### src/rtl/io_pkg.sv
// rtl/io_pkg.sv - shared constants and helpers for the I/O stream blocks
package io_pkg;

    // 100 ms at 48 MHz, the default LED stretch time
    localparam int CLK48_100MS = 4800000;

    // Channel assignment at the top level
    localparam int CH_USB = 0;
    localparam int CH_KB  = 1;

    // Tag width: clog2 of the channel count, never narrower than one bit
    function automatic int tag_width(input int n);
        return (n > 2) ? $clog2(n) : 1;
    endfunction

endpackage

### src/rtl/activity_stretch.sv
// rtl/activity_stretch.sv - retriggerable activity stretcher for one LED
module activity_stretch
    import io_pkg::*;
#(
    parameter int HOLD    = CLK48_100MS,
    parameter int ACT_INV = 1
) (
    input  logic clk48,
    input  logic rst,
    input  logic trig,
    output logic act
);

    // A zero HOLD still needs a one-bit counter; it simply never leaves zero
    localparam int CW = ($clog2(HOLD + 1) < 1) ? 1 : $clog2(HOLD + 1);

    logic [CW-1:0] count;

    // Reload on every trigger so a busy channel keeps the LED lit
    always_ff @(posedge clk48) begin
        if (rst) begin
            count <= '0;
        end else if (trig) begin
            count <= CW'(HOLD);
        end else if (count != '0) begin
            count <= count - CW'(1);
        end
    end

    // Forced inactive during reset so the LED never shows a stale count
    assign act = ((count != '0) && !rst) ^ (ACT_INV != 0);

endmodule

### src/rtl/stream_merge.sv
// rtl/stream_merge.sv - round-robin N-channel byte-stream concentrator with FIFO
module stream_merge
    import io_pkg::*;
#(
    parameter int  CHANNELS = 2,
    parameter int  WIDTH    = 8,
    parameter int  DEPTH    = 4,
    parameter int  HOLD     = CLK48_100MS,
    parameter int  ACT_INV  = 1,
    localparam int TAG_W    = tag_width(CHANNELS)
) (
    input  logic                      clk48,
    input  logic                      rst,
    input  logic [CHANNELS*WIDTH-1:0] in_data,
    input  logic [CHANNELS-1:0]       in_valid,
    output logic [CHANNELS-1:0]       in_ready,
    output logic [WIDTH-1:0]          out_data,
    output logic [TAG_W-1:0]          out_tag,
    output logic                      out_valid,
    input  logic                      out_ready,
    output logic [$clog2(DEPTH):0]    fill,
    output logic [CHANNELS-1:0]       act
);

    localparam int AW = $clog2(DEPTH);

    typedef struct packed {
        logic [TAG_W-1:0] tag;
        logic [WIDTH-1:0] data;
    } beat_t;

    beat_t            mem [DEPTH];
    beat_t            head;
    logic [AW-1:0]    wr_ptr;
    logic [AW-1:0]    rd_ptr;
    logic [AW:0]      fill_q;
    logic [TAG_W-1:0] ptr;
    logic [TAG_W-1:0] grant;
    logic             found;
    logic             full;
    logic             push;
    logic             pop;

    assign full = (fill_q == (AW + 1)'(DEPTH));

    // Round-robin search from ptr upward with wrap; first valid channel wins
    always_comb begin
        found = 1'b0;
        grant = '0;
        for (int k = 0; k < CHANNELS; k++) begin
            if (!found && in_valid[(int'(ptr) + k) % CHANNELS]) begin
                found = 1'b1;
                grant = TAG_W'((int'(ptr) + k) % CHANNELS);
            end
        end
    end

    // Only the granted lane sees ready, and only while there is room
    always_comb begin
        in_ready = '0;
        if (found && !full && !rst) begin
            in_ready[grant] = 1'b1;
        end
    end

    assign push      = found && !full && !rst;
    assign out_valid = (fill_q != '0) && !rst;
    assign pop       = out_valid && out_ready;
    assign fill      = rst ? '0 : fill_q;
    assign head      = mem[rd_ptr];
    assign out_data  = head.data;
    assign out_tag   = head.tag;

    // FIFO storage; only the granted (valid) lane is ever captured
    always_ff @(posedge clk48) begin
        if (push) begin
            mem[wr_ptr] <= '{tag: grant, data: in_data[int'(grant)*WIDTH +: WIDTH]};
        end
    end

    // Pointers, occupancy and arbitration priority
    always_ff @(posedge clk48) begin
        if (rst) begin
            wr_ptr <= '0;
            rd_ptr <= '0;
            fill_q <= '0;
            ptr    <= '0;
        end else begin
            if (push) begin
                wr_ptr <= wr_ptr + AW'(1);
                ptr    <= TAG_W'((int'(grant) + 1) % CHANNELS);
            end
            if (pop) begin
                rd_ptr <= rd_ptr + AW'(1);
            end
            if (push && !pop) begin
                fill_q <= fill_q + (AW + 1)'(1);
            end else if (!push && pop) begin
                fill_q <= fill_q - (AW + 1)'(1);
            end
        end
    end

    for (genvar i = 0; i < CHANNELS; i++) begin : g_act
        activity_stretch #(
            .HOLD    (HOLD),
            .ACT_INV (ACT_INV)
        ) u_act (
            .clk48 (clk48),
            .rst   (rst),
            .trig  (in_valid[i] & in_ready[i]),
            .act   (act[i])
        );
    end

endmodule

### config.mk
export PLATFORM = sky130hd
export DESIGN_NAME = stream_merge
export DESIGN_NICKNAME = d
export VERILOG_FILES = /design/src/rtl/io_pkg.sv /design/src/rtl/activity_stretch.sv /design/src/rtl/stream_merge.sv
export SDC_FILE = /design/constraint.sdc
export NUM_CORES = 1
export LEC_CHECK = 0
export BUFFER_PORTS_ARGS = -buffer_cell sky130_fd_sc_hd__buf_4
export CORE_MARGIN = 3
export CORE_UTILIZATION = 40
export CTS_CLUSTER_SIZE = 16
export DETAILED_ROUTE_END_ITERATION = 10
export PLACE_DENSITY = 0.56
export SLEW_MARGIN = 30
export SYNTH_ARGS = -nofsm -noshare
export SYNTH_HDL_FRONTEND = slang
export SYNTH_HIERARCHICAL = 1
export SYNTH_SLANG_ARGS = --single-unit
export TNS_END_PERCENT = 10
### constraint.sdc
create_clock -name clk48 -period 4.4 [get_ports clk48]
set_clock_uncertainty 0.15 [all_clocks]
set_input_delay 1.32 -clock clk48 [delete_from_list [all_inputs] [get_ports clk48]]
set_output_delay 1.32 -clock clk48 [all_outputs]
set_load 0.005 [all_outputs]
==> results.md, run 1 <==
Power and ir drop:
- The power density normalized to cell area is 679 nW/um^2.
- The leakage dissipation is 1.80 nW.
- VDD sags by at most 0.000311 V.

Timing:
- The slew at the pin closest to its max-slew limit is 751 ps.
- The total negative slack for setup checks is 0 ps.
- Setup violations remaining at the end of the flow were counted as 0.
- Setup repair after global routing left no endpoint under its margin.
- The maximum clock frequency is 238 MHz.
- The final count of pins violating max slew is 0.
- The final period demand of the worst path is 4200 ps.
- In this run the tightest slew margin relative to its limit is 49.5%.
- After layout, the worst path uses 95.3% of the clock period.
- Once routing completed, OpenROAD measured the worst setup slack at 205 ps.
- The final-report hold violation count is 0.

Routing:
- The number of detailed-route iterations in the first pass is 4.
- After the first detailed-routing iteration, the DRC count stood at 141.
- In the routed design, unresolved DRC markers number 0.
- The mean number of vias per cell is 5.44.
- In the final routed layout, each cell accounts on average for 14.8 microns.
- Once detail routing completed, the nets flagged for antenna violations numbered 0.
- After detailed routing, the total wire length is 8.44 mm.
- The routed layout has 3100 vias.

Worst setup path:
- The number of cells on the worst reg-to-reg path is 5.
- The kind of end point of the critical path is an output port.
- The start point of the critical path is g_act[1].u_act/count[19]$_SDFFE_PP0P_.
- The worst register-to-register path begins at g_act[0].u_act/count[19]$_SDFFE_PP0P_.
- The worst setup path is launched from a register.
- Following the worst setup path forward leads to its endpoint at act[1].
- Data on the critical path is required at its endpoint by 2930 ps.
- Of all nets on the critical path, the largest fanout is 9.
- On the worst path, the slowest cell contributes a delay of 650 ps.
- The setup path with the least slack is of type reg2out.
- The largest individual stage delay along the critical path comes from the cell or4_4.
- The signal on the critical path passes through or4_1, or4_1, or4_4, nand2_1, buf_4.
- The flop-to-flop setup slack is 1740 ps.
- At the worst endpoint, the arrival time is 2730 ps.
- The most repeated library cell on the critical path is or4_1.
- The capture instance of the worst register-to-register path is g_act[0].u_act/count[19]$_SDFFE_PP0P_.

Cells and area:
- From synthesis to final layout, the design area changed by 13.0%.
- The sequential cells in the finished layout cover a total of 2200 sq um.
- The count of cells in the finished layout, fillers not included, comes to 570.
- The share of cells above drive strength 1 is 22.6%.
- Leaving out fill and tap cells, the most frequent cell in the layout is dfxtp_1.
- In the layout the commonest cells are 56 x dfxtp_1, 43 x buf_4, 36 x edfxtp_1, 24 x nor2_1, 22 x a21oi_1.
- Counting the fill cells in the layout gives 973.
- The footprint of the multi-input gates is 2040 sq um.
- At the end of the flow, the number of nets in the layout was 458.
- The diode insertion count for antenna repair is 0.

Floorplan:
- The die area is 12300 sq um.
- For this configuration, the core starts out at a cell density of 41.8%.
- The total I/O pin count is 38.
- The initialized floorplan defines 37 standard-cell rows.
- The die height is 111 microns.
- The total area inside the core boundary comes to 10500 sq um.
- The overall die width is 111 microns.

Yosys:
- Synthesis handed over a netlist of 389 instances.
- The most used flip-flop cell after synthesis is dfxtp_1.
- The fraction of registers with async set/reset is 0%.
- In this run, synthesis produced a sequential element count of 92.
- In this run, distinct cell masters in the synthesized netlist total 56.
- The number of synthesis warnings is 6.
- Summing the sequential cell areas from Yosys gives 50.2% of the chip area.
- The per-instance average area after synthesis is 11.3 sq um.
- The netlist area before placement is 4390 sq um.
- In this run, synthesis inferred 36 flip-flops with an integrated enable.
- When the netlist entered floorplanning its net count stood at 418.

Clocking:
- The clock reaches the later pin of the worst-skew pair after 360 ps.
- In this run, post-CTS repair resized a total of 0 instances.
- The count of clock tree sinks is 92.
- The maximum count of clock buffers along a single path is 2.
- The cell at the root of the clock tree is clkbuf_8.
- TritonCTS built the clock tree.
- In this run, post-CTS hold repair placed 0 buffers.
- The H-tree level count is 3.
- After clock tree synthesis, the clock-pin slew on the worst setup and hold paths is 90 ps.
- The number of buffers inserted to repair setup after CTS is 0.
- The number of clock buffers inserted by TritonCTS is 9.

Flow run:
- The reported max-cap violation count is 0.

Global route:
- The number of antenna violations at the first check in global routing came to 0.
- The via count of the first global-routing pass is 2999.
- For this run the aggregate overflow at the end of global routing stands at 0.
- Entering global routing, the biggest net connects 23 pins.
- The first global-routing pass estimated 14.7 mm of wire.
- For this run, the total global-route usage over all layers was measured as 14.5%.

Hold path:
- The worst hold path belongs to the class reg2reg.

Place:
- The routability-driven placement congestion ratio is 0.796.
- The HPWL after detailed placement is 5.93 mm.
- Buffers placed on the I/O ports in this run total 37.
- After detailed placement, the design holds a cell count of 554.
- Before CTS, the worst setup slack after placement is 596 ps.

Run status:
- The flow ran to the end, and the final reports show no timing, DRC or antenna violations.
## synth_stat cells (all sizes together), types with 6 or more instances
cell type  instances  area share [%]
dfxtp             56              26
edfxtp            36              25
nor2              24             2.1
a21oi             22             2.5
nand2             19             1.6
or3               18             2.7
nor3              17             2.2
or4               17             3.1
inv               16             1.4
o21ai             16             1.8
nor4              14             2.3
mux2              11             2.9
o31ai             11             2.5
xor2              10             2.0
mux4               9             4.6
buf                8             1.5
ha                 7             2.0
a31oi              6             1.5
and2               6            0.86
clkbuf             6            0.51
mux2i              6             1.4
nand2b             6            0.86
## where the power goes
part           switching (mW)  internal, mW
registers               0.251          1.13
clock network           0.297         0.205
logic                   0.826         0.657
total                    1.37          1.99
## metal layers
layer	global-route usage [%]	wire, microns	up-vias	share of wire (%)
li1	-	-	1566	-
met1	19.3	3920	1458	46
met2	23.0	4000	64	47
met3	2.73	339	12	4.0
met4	6.16	174	0	2.1
met5	0	0	-	0
## kinds of logic after synthesis
family	count (synthesis)	share of synthesized area, %
buf+inv	30	3.39
flops	92	50.2
mux	26	8.90
xor+xnor	12	2.40
fa+ha+maj	8	2.45
simple gates	142	19.4
compound gates	79	13.3
## worst min path at each step
stage / cells past startpoint / slack [ps] / end / startpoint
finish: 1 / 320 / rd_ptr[1]$_SDFFE_PP0P_ / rd_ptr[1]$_SDFFE_PP0P_
global route: 1 / 340 / rd_ptr[1]$_SDFFE_PP0P_ / rd_ptr[1]$_SDFFE_PP0P_
floorplan: 1 / 280 / register / rd_ptr[1]$_SDFFE_PP0P_
CTS: 1 / 320 / register / rd_ptr[1]$_SDFFE_PP0P_
detailed placement: 1 / 300 / register / rd_ptr[1]$_SDFFE_PP0P_
global placement: 2 / 310 / g_act[1].u_act/count[21]$_SDFFE_PP0P_ / g_act[1].u_act/count[21]$_SDFFE_PP0P_
## worst max-delay path: cells and delay by family, from the launching register on
kind | cells | cell delay, ps
and+or+nand+nor | 4 | 1900
DFF | 1 | 350
buffers and inverters | 1 | 110
## layout make-up
class                           count  share of cell area, %
Sequential cell                    92                   44.4
Inverter                           16                   1.21
Timing Repair Buffer               43                   6.51
Tap cell                          136                   3.43
Clock buffer                       10                   2.57
Multi-Input combinational cell    267                   41.1
Clock inverter                      6                  0.782
## per-stage QoR
step | utilization [%] | instance area [sq um] | hold slack [ps] | total power, mW
after floorplan | - | 4390 | 284 | 2.55
after global placement | 45.6 | 4790 | 306 | 2.86
after detailed placement | 45.6 | 4790 | 305 | 2.89
final | 47.2 | 4960 | 321 | 3.37
after global routing | 47.2 | 4960 | 338 | 3.66
after CTS | 47.2 | 4960 | 323 | 3.40
## state kept, by name, summed over array words and instances (netlist names), named ones only
signal             count
fill_q                 3
mem                   36
rd_ptr                 2
g_act.u_act/count     46
ptr                    1
wr_ptr                 2
(Power assumes the default switching activity.)
==> run 2: changes to the inputs <==
RECOVER_POWER = 100   (was not set)
==> run 2 against run 1 <==
  * Sequential share of layout area increased by 0.48 points
  * First-iteration DRC count grew 0.71%
  * Clock-buffer cell count stayed put
  * Largest power group unchanged
  * Design area fell by 1.1%
  * Die area did not move
  * Global-route usage did not move
  * Hold slack gained 2.1 ps
  * Wire length is essentially flat
  * Critical endpoint unchanged
  * Register-to-register slack worse by 130 ps
  * Sequential cell count is the same
==> results.md, run 2 (synthesized netlist as in run 1, its figures left out) <==
Run status:
- The flow ran to the end, and the final reports show no timing, DRC or antenna violations.

Cells and area:
- The footprint of the multi-input gates is 2010 sq um (-1.5%).
- From synthesis to final layout, the design area changed by 11.8%.
- The final instance area is 4910 sq um (-1.1%).
- The share of cells above drive strength 1 is 18.2% (-4.4 points).
- The final net count was 458 (unchanged).
- Ranked by flip-flop count, first place goes to g_act.u_act/count.
- The largest registers in the layout are g_act.u_act/count x46, mem x36, fill_q x3.
- The final instance count without filler cells is 570 (unchanged).
- The flip-flop count of the largest register, all copies and words added is 46 (unchanged).
- The storage element area is 2200 sq um (unchanged).
- In the layout the commonest cells are 56 x dfxtp_1, 36 x edfxtp_1, 24 x nor2_1, 22 x a21oi_1, 21 x buf_4.
- The diode insertion count for antenna repair is 0 (unchanged).
- The end-of-flow core utilization came to 46.7% (-0.50 points).
- The number of fillers in the final layout was 982 (+0.92%).
- The library cell used most frequently in the layout, excluding fill and tap cells, is dfxtp_1.

Worst setup path:
- The number of cells on the worst reg-to-reg path is 7 (+2).
- In this run the worst setup path begins at g_act[1].u_act/count[19]$_SDFFE_PP0P_.
- The worst setup path is captured at an output port.
- For this design, the slowest cell found on the critical path is or4_4.
- The critical path is of the reg2out type.
- The number of buffer and inverter stages on the critical path came to 1 (unchanged).
- The most repeated library cell on the critical path is or4_1.
- The worst stage delay on the critical path is 650 ps (about the same).
- The critical path arrival is 2750 ps (+20 ps).
- In this run the critical register-to-register path is captured at g_act[0].u_act/count[1]$_SDFFE_PP0P_.
- STA classifies the critical path startpoint as a register.
- The largest fanout on the critical path is 9 (unchanged).
- The flop-to-flop setup slack was 1610 ps (-130 ps).
- The gate family responsible for the most delay along the worst path is simple AND/OR/NAND/NOR gates.
- Traced cell by cell, the critical path runs through or4_1, or4_1, or4_4, nand2_1, clkbuf_4.
- The worst reg2reg path startpoint is ptr$_SDFFE_PP0P_.
- The worst endpoint required time is 2930 ps (about the same).

Floorplan:
- The core region area is 10500 sq um (unchanged).
- The floorplan row count is 37 (unchanged).
- The die height is 111 microns (unchanged).
- The total I/O pin count came to 38 (unchanged).
- The effective utilization at floorplan is 41.8% (unchanged).
- The overall die width was 111 microns (unchanged).
- The die area is 12300 sq um (unchanged).

Place:
- The setup slack after placement is 596 ps (unchanged).
- The standard cell area after detailed placement is 4790 sq um (unchanged).
- The post-placement cell count is 554 (unchanged).
- The routability-driven placement congestion ratio is 0.796 (unchanged).
- The HPWL after detailed placement is 5.93 mm (unchanged).
- The count of input and output buffers is 37 (unchanged).

Power and ir drop:
- The net switching component of the power is 1.36 mW (-0.71%).
- The combinational share of power is 43.5% (-0.6 points).
- The fraction of power spent switching nets is 40.9% (+0.10 points).
- The cell-internal power was 1.97 mW (-1.1%).
- The share of power burned in the clock network was 15.1% (+0.2 points).
- The maximum ir drop on the vdd rail came to 0.000309 V (-0.59%).
- The power density normalized to cell area is 680 nW/um^2 (+0.10%).
- The post-layout total power came to 3.34 mW (-0.96%).
- The leakage dissipation is 1.76 nW (-2.2%).
- The portion of total power attributed to sequential cells was 41.5% (+0.5 points).

Routing:
- The via count of the routed design is 3072 (-0.90%).
- The number of detailed-route iterations in the first pass is 4 (unchanged).
- The DRC violations left is 0 (unchanged).
- The detailed-route wire length came to 8.44 mm (about the same).
- The mean number of vias per cell was 5.39 (-0.90%).
- The number of violations reported at the end of detailed-routing iteration 0 is 142 (+0.71%).
- The number of nets with antenna violations after routing is 0 (unchanged).
- The wire length per cell is 14.8 microns (about the same).

Hold path:
- The cell depth of the worst min-delay path is 2 (+1).
- The min-delay analysis places its worst path in the category reg2reg.
- For hold timing, the worst endpoint is g_act[1].u_act/count[21]$_SDFFE_PP0P_.
- The worst min-delay path startpoint is g_act[1].u_act/count[21]$_SDFFE_PP0P_.

Timing:
- The total negative slack for setup checks came to 0 ps (unchanged).
- The final worst-path cycle share is 96.0% (+0.64 points).
- The number of failing setup endpoints in the final timing report is 0 (unchanged).
- The worst hold slack after final layout is 323 ps (+2.15 ps).
- The max-slew headroom at the worst pin came to 45.8% (-3.6 points).
- The slew at the pin closest to its max-slew limit is 813 ps (+61.5 ps).
- The final count of pins violating max slew is 0 (unchanged).
- The final-report hold violation count came to 0 (unchanged).
- The final period demand of the worst path is 4220 ps (+27.9 ps).
- The maximum clock frequency was 237 MHz (-0.66%).
- The post-route worst setup slack is 177 ps (-27.9 ps).
- Setup repair after global routing left no endpoint under its margin.

Global route:
- The number of antenna violations at the first check in global routing is 0 (unchanged).
- The via count of the first global-routing pass is 2999 (unchanged).
- The aggregate global routing overflow came to 0 (unchanged).
- The first-pass GRT wire length is 14.7 mm (unchanged).
- The pin count of the biggest net entering global routing is 23 (unchanged).
- The overall global routing resource usage is 14.5% (unchanged).

Clocking:
- The number of hold buffers added after CTS came to 0 (unchanged).
- The H-tree level count is 3 (unchanged).
- The cell at the root of the clock tree is clkbuf_8.
- The count of clock tree sinks is 92 (unchanged).
- The maximum count of clock buffers along a single path is 2 (unchanged).
- The CTS tree is yes.
- The count of cells resized by post-cts repair is 0 (unchanged).
- The number of clock buffers inserted by TritonCTS is 9 (unchanged).
- The clock latency on the worst-skew pair is 360 ps (about the same).
- The number of buffers inserted to repair setup after CTS is 0 (unchanged).
- The post-CTS clock slew at the launch and capture registers of the worst setup and hold paths is 90 ps (about the same).

Flow run:
- The reported max-cap violation count came to 0 (unchanged).
## run 2: changes by cell type in the layout (fill, tap and decap cells not counted), moves of 2 or more
cell      delta
clkbuf_1     +6
and2_0       +6
mux2_2       -8
mux2_1       +9
a211oi_2     -2
a211oi_1     +2
and2_1       -6
buf_4       -22
clkbuf_4    +16
## run 2: power groups by stage
stage	clock [mW]	sequential (mW)	combinational, mW
5_1_grt	0.554	1.43	1.64
3_3_place_gp	0	1.39	1.47
6_report	0.502	1.38	1.45
4_1_cts	0.524	1.38	1.49
3_5_place_dp	0	1.40	1.48
2_1_floorplan	0	1.32	1.23
## run 2: worst max-delay path by stage
stage                        end  slack (ps)  depth (start not counted)
after floorplan           act[0]         800                          6
after global routing      act[1]          80                          5
after CTS                 act[1]         180                          5
after global placement    act[0]         620                          5
final                     act[1]         180                          5
after detailed placement  act[1]         600                          5
## run 2: layer usage
metal | share of wire (%) | GRT usage, %
met1 | 47 | 19.3
met2 | 48 | 23.0
met3 | 3.3 | 2.73
met4 | 2.0 | 6.16
met5 | 0 | 0
## run 2: cell type report
cell class | count | share of cell area, %
sequential | 92 | 44.9
multi-input combinational | 267 | 40.9
timing repair buffer | 43 | 6.12
tap | 136 | 3.47
clock buffer | 10 | 2.60
inverter | 16 | 1.22
clock inverter | 6 | 0.791
## run 2: worst register-to-register path, cell delays in order (launching register included)
cell and delay, ps:
dfxtp_1 320, o21ai_0 150, clkbuf_1 640, and2_0 530, inv_1 260, nand2_1 240, clkbuf_1 280, a211oi_1 90
